<file path="config.mk">
export PLATFORM = sky130hd
export DESIGN_NAME = pipeline_hazard_ctrl
export DESIGN_NICKNAME = d
export VERILOG_FILES = /design/src/rtl/pipeline_hazard_ctrl_pkg.sv /design/src/rtl/pipeline_hazard_ctrl_load_use_detect.sv /design/src/rtl/pipeline_hazard_ctrl.sv
export SDC_FILE = /design/constraint.sdc
export NUM_CORES = 1
export LEC_CHECK = 0
export CORE_UTILIZATION = 36
export DETAILED_ROUTE_END_ITERATION = 16
export PLACE_DENSITY = 0.76
export SKIP_CTS_REPAIR_TIMING = 1
export SYNTH_ARGS = -nofsm -noshare
export SYNTH_HDL_FRONTEND = slang
export SYNTH_HIERARCHICAL = 1
export SYNTH_SLANG_ARGS = --single-unit
export TNS_END_PERCENT = 20
</file>
<file path="constraint.sdc">
create_clock -name clk_i -period 1.4 [get_ports clk_i]
set_input_delay 0.28 -clock clk_i [delete_from_list [all_inputs] [get_ports clk_i]]
set_output_delay 0.28 -clock clk_i [all_outputs]
set_load 0.05 [all_outputs]
</file>
<file path="src/rtl/pipeline_hazard_ctrl_pkg.sv">
// Shared definitions for the pipeline sequencer: memory FSM encoding,
// register-index width and the opcodes Control decodes.
package pipeline_hazard_ctrl_pkg;

  localparam int REG_W = 5;

  typedef enum logic [1:0] {
    MEM_IDLE   = 2'd0,
    MEM_ACCESS = 2'd1,
    MEM_DONE   = 2'd2
  } mem_state_e;

  localparam logic [5:0] OP_RTYPE = 6'h00;
  localparam logic [5:0] OP_J     = 6'h02;
  localparam logic [5:0] OP_BEQ   = 6'h04;
  localparam logic [5:0] OP_LW    = 6'h23;
  localparam logic [5:0] OP_SW    = 6'h2B;

endpackage

</file>
<file path="src/rtl/pipeline_hazard_ctrl_load_use_detect.sv">
// Combinational load-use detector: the lw in EX writes a register the
// instruction in ID reads. Register $0 never creates a dependency.
module load_use_detect
  import pipeline_hazard_ctrl_pkg::*;
(
  input  logic             idex_MemRd_i,
  input  logic [REG_W-1:0] idex_Rt_i,
  input  logic [REG_W-1:0] ifid_Rs_i,
  input  logic [REG_W-1:0] ifid_Rt_i,
  output logic             lu_o
);

  assign lu_o = idex_MemRd_i && (idex_Rt_i != '0) &&
                ((idex_Rt_i == ifid_Rs_i) || (idex_Rt_i == ifid_Rt_i));

endmodule

</file>
<file path="src/rtl/pipeline_hazard_ctrl.sv">
// Pipeline sequencer: multi-cycle data-memory FSM with timeout, load-use
// bubble insertion and IF/ID flush on taken branches and jumps.
module pipeline_hazard_ctrl
  import pipeline_hazard_ctrl_pkg::*;
#(
  parameter int DATA_W      = 32,
  parameter int MEM_TIMEOUT = 16,
  parameter int CNT_W       = 5
) (
  input  logic              clk_i,
  input  logic              rst_i,
  input  logic              exmem_MemRd_i,
  input  logic              exmem_MemWr_i,
  input  logic              idex_MemRd_i,
  input  logic [REG_W-1:0]  idex_Rt_i,
  input  logic [REG_W-1:0]  ifid_Rs_i,
  input  logic [REG_W-1:0]  ifid_Rt_i,
  input  logic              Branch_taken_i,
  input  logic              Jump_i,
  input  logic              mem_ack_i,
  input  logic [DATA_W-1:0] mem_rdata_i,
  output logic              mem_req_o,
  output logic              mem_we_o,
  output logic [DATA_W-1:0] mem_rdata_o,
  output logic              PCWrite_o,
  output logic              IFIDWrite_o,
  output logic              IFIDFlush_o,
  output logic              NoOp_o,
  output logic              Stall_o,
  output logic              MemErr_o
);

  mem_state_e       state;
  logic [CNT_W-1:0] count;
  logic             mem_op;
  logic             lu;

  assign mem_op = exmem_MemRd_i | exmem_MemWr_i;

  load_use_detect u_load_use_detect (
    .idex_MemRd_i (idex_MemRd_i),
    .idex_Rt_i    (idex_Rt_i),
    .ifid_Rs_i    (ifid_Rs_i),
    .ifid_Rt_i    (ifid_Rt_i),
    .lu_o         (lu)
  );

  // mem_req_o is registered so it is high for exactly the ACCESS cycles.
  always_ff @(posedge clk_i or posedge rst_i) begin
    if (rst_i) begin
      state       <= MEM_IDLE;
      count       <= '0;
      mem_req_o   <= 1'b0;
      mem_we_o    <= 1'b0;
      mem_rdata_o <= '0;
      MemErr_o    <= 1'b0;
    end else begin
      case (state)
        MEM_IDLE: begin
          count <= '0;
          if (mem_op) begin
            state     <= MEM_ACCESS;
            mem_req_o <= 1'b1;
            mem_we_o  <= exmem_MemWr_i;
          end
        end
        MEM_ACCESS: begin
          count <= count + 1'b1;
          // An ack on the final permitted cycle still counts as success.
          if (mem_ack_i) begin
            if (!mem_we_o) mem_rdata_o <= mem_rdata_i;
            state     <= MEM_DONE;
            mem_req_o <= 1'b0;
          end else if (count == CNT_W'(MEM_TIMEOUT - 1)) begin
            MemErr_o  <= 1'b1;
            state     <= MEM_DONE;
            mem_req_o <= 1'b0;
          end
        end
        MEM_DONE: begin
          state     <= MEM_IDLE;
          count     <= '0;
          mem_req_o <= 1'b0;
        end
        default: begin
          state     <= MEM_IDLE;
          count     <= '0;
          mem_req_o <= 1'b0;
        end
      endcase
    end
  end

  assign Stall_o = ((state == MEM_IDLE) && mem_op) || (state == MEM_ACCESS);

  // Memory freeze dominates; a load-use bubble dominates a flush so the
  // branch or jump is re-evaluated once the hazard clears.
  always_comb begin
    PCWrite_o   = 1'b1;
    IFIDWrite_o = 1'b1;
    IFIDFlush_o = 1'b0;
    NoOp_o      = 1'b0;
    if (Stall_o) begin
      PCWrite_o   = 1'b0;
      IFIDWrite_o = 1'b0;
    end else if (lu) begin
      PCWrite_o   = 1'b0;
      IFIDWrite_o = 1'b0;
      NoOp_o      = 1'b1;
    end else if (Branch_taken_i || Jump_i) begin
      IFIDFlush_o = 1'b1;
    end
  end

endmodule
</file>
==> results of run 1 <==
-- cell usage in the layout (no fill, tap or decap), types with 4 or more instances in the layout --
cell	netlist	final
buf_12	3	41
dfrtp_1	41	39
clkdlybuf4s50_1	0	38
mux2_4	30	30
buf_4	3	13
dlymetal6s2s_1	0	13
nor2_1	7	7
xor2_1	6	6
clkbuf_8	0	5
buf_6	0	5
inv_1	4	4
xnor2_1	5	4
-- layout make-up --
cell class | count | area, um2
flip-flops and latches | 41 | 1030
inverters | 4 | 15.0
well taps | 70 | 87.6
multi-input cells | 77 | 893
clock inverters | 3 | 17.5
clock buffers | 5 | 68.8
fillers | 325 | 1470
repair buffers | 112 | 1530
-- per-stage QoR --
step / setup WS (ns) / cell area (um2) / hold slack (ns) / instances / setup TNS, ns
after floorplan: -0.510 / 1960 / 0.405 / 128 / -8.94
after global placement: -0.880 / 3440 / 0.454 / 302 / -18.54
after detailed placement: -0.904 / 3440 / 0.459 / 302 / -19.08
after CTS: -0.902 / 3530 / 0.352 / 310 / -8.94
after global routing: -0.572 / 3640 / 0.258 / 312 / -9.72
final: -0.534 / 3640 / 0.257 / 312 / -8.00
-- critical path, delay by kind of cell --
kind | cells | cell delay (ns)
and+or+nand+nor | 1 | 0.13
AOI/OAI and AO/OA | 2 | 0.47
buffers and inverters | 2 | 0.57
xor gates and xnor gates | 1 | 0.21
-- worst paths after layout --
check	slack [ns]	cells after the start	endpoint
max in group asynchronous	0.88	3	state[0]
max reg2reg	-0.24	5	mem_rdata_o[20]
min reg2reg	0.48	1	count[0]
max	-0.53	6	NoOp_o
min in group asynchronous	0.35	3	mem_rdata_o[7]
min	0.26	2	mem_we_o
-- registers in the layout, indices dropped and copies added, names as in the netlist --
register / flops
count: 5
MemErr_o: 1
state: 2
mem_rdata_o: 32
mem_we_o: 1
-- power by group --
group	total [mW]	switching [mW]	internal [mW]
clock	0.744	0.401	0.344
combinational	5.61	2.60	3.01
sequential	2.30	0.578	1.72
total	8.66	3.58	5.08
-- logic make-up after synthesis --
kind of cell / after synthesis / synth area share (%)
multiplexers: 33 / 25.2
AO/OA/AOI/OAI: 8 / 2.81
buffers and inverters: 10 / 5.10
AND/OR/NAND/NOR: 23 / 6.93
XOR/XNOR: 11 / 5.03
flip-flops: 41 / 53.6
adder cells (fa/ha/maj): 2 / 1.31
-- routing by layer --
layer  vias to the layer above  wire length (um)  GRT usage [%]
li1                        667                 -              -
met1                       679              1930           21.3
met2                        82              2370           26.9
met3                         8               496           7.50
met4                         0                80           7.13
met5                         -                 0              0
==> summary.txt, run 1 <==
Detailed routing
  – Drt via density: 4.60
  – DR iter-0 viols: 27
  – Drt drc: 0
  – ANT nets after route: 0
  – Total wire length: 4870 um
  – Per-cell routed wire length: 15.6 um
  – DR vias: 1436
  – Pre-antenna DRT Iters: 4

Synth
  – Dominant synthesized flop cell: dfrtp_1
  – Most common cell in the synthesized netlist: dfrtp_1
  – Syn. warnings: 6
  – Mean Syn Cell Area: 15.0 um2
  – Most frequent cells after synthesis: dfrtp_1, mux2_4, nor2_1, xor2_1, xnor2_1
  – Post-synth EDFFs: 0
  – Synth area leader: dfrtp_1
  – Synthesized flop and latch total: 41
  – Area share of the largest cell type after synthesis: 53.6%
  – Synth area leaders: dfrtp_1, mux2_4, buf_12, xor2_1, xnor2_1
  – Ys async rst share: 100%
  – Post-synthesis instance total: 128
  – Synth unique cells: 28
  – Cell Area, Synth: 0.00191 mm2
  – Synthesized Nets: 185
  – Seq/Total Area, Yosys: 53.6%

STA
  – Final hold violations: 0
  – Final period utilization: 138%
  – Worst Setup Slack, final: -0.534 ns
  – Unrepaired setup endpoints after global routing: true
  – Max Freq: 517 MHz
  – Pins Over Slew Limit: 0
  – Skew final: 0.00451 ns
  – Post-layout minimum cycle time: 1.93 ns
  – Final setup fails: 39
  – Slew margin rel.: 77.8%
  – Slew @ Worst Pin: 0.333 ns

Min path
  – Worst Min Path Start: exmem_MemWr_i
  – Hold WC Path Type: input port to flop

Floorplanning
  – Num rows: 26
  – Io pins: 95
  – Die height: 74.9 um
  – Core Area: 0.00511 mm2
  – Total die area: 0.00561 mm2
  – Initial Utilization: 37.5%
  – Die Wd: 74.9 um

Clocking
  – CTS root buf: clkbuf_8
  – Total clock sinks: 41
  – Clk buf depth: 2
  – Num CTS Buffers: 5
  – CTS tree: yes
  – Clock Latency Late Sink: 0.29 ns
  – H-tree levels: 2
  – Clk slew on worst S/H paths: 0.08 ns

Critical path
  – Critical path class: input port to primary output
  – Setup crit end kind: primary output
  – CP peak stage delay: 0.42 ns
  – Worst EP required: 1.12 ns
  – Crit path from: ifid_Rt_i[2]
  – CP max-delay cell: clkdlybuf4s50_1
  – Crit start category: input port
  – Worst reg2reg path startpoint: state[0]
  – Critical path cell sequence: clkdlybuf4s50_1 -> xnor2_1 -> nand3_2 -> a21oi_4 -> a21boi_4 -> buf_12
  – CP arrival: 1.65 ns
  – Crit Path Max Fanout: 3

Placed design
  – IO Port Bufs: 94
  – GP Congestion: 0.830
  – Detailed Place HPWL: 3690 um

Global route
  – Initial antenna violation count: 0
  – Vias in the first global route: 1474
  – GR Overflow Total: 0
  – First-pass GRT wire length: 7100 um
  – GRT Util Overall: 17.4%
  – Largest net degree at the start of global routing: 30

Power
  – Total power: 8.66 mW
  – Cell Pwr Density: 2380 mW/mm2
  – Worst vdd ir: 1.14 mV
  – Lkg Pwr: 1.73 nW

Final layout
  – Final design utilization: 71.2%
  – Antenna diodes: 0
  – Area Growth Syn to Fin: 90.1%
  – Fin nets: 298
  – Layout cell share with drive strength beyond 1: 48.8%

Flow run
  – Max cap viols: 0

Status
  – Status: finished, violations left
  – Failing checks: setup timing
No activity file was read; power rests on OpenSTA's default activity.
==> run 2, diff against run 1 <==
--- a/config.mk
+++ b/config.mk
@@ -7,8 +7,10 @@
 export LEC_CHECK = 0
 export CORE_UTILIZATION = 36
 export DETAILED_ROUTE_END_ITERATION = 16
+export HOLD_SLACK_MARGIN = 0.02
 export PLACE_DENSITY = 0.76
 export SKIP_CTS_REPAIR_TIMING = 1
+export SLEW_MARGIN = 0
 export SYNTH_ARGS = -nofsm -noshare
 export SYNTH_HDL_FRONTEND = slang
 export SYNTH_HIERARCHICAL = 1
==> results of run 2 <==
No change in the layout: final DEF, timing and power equal those of run 1.
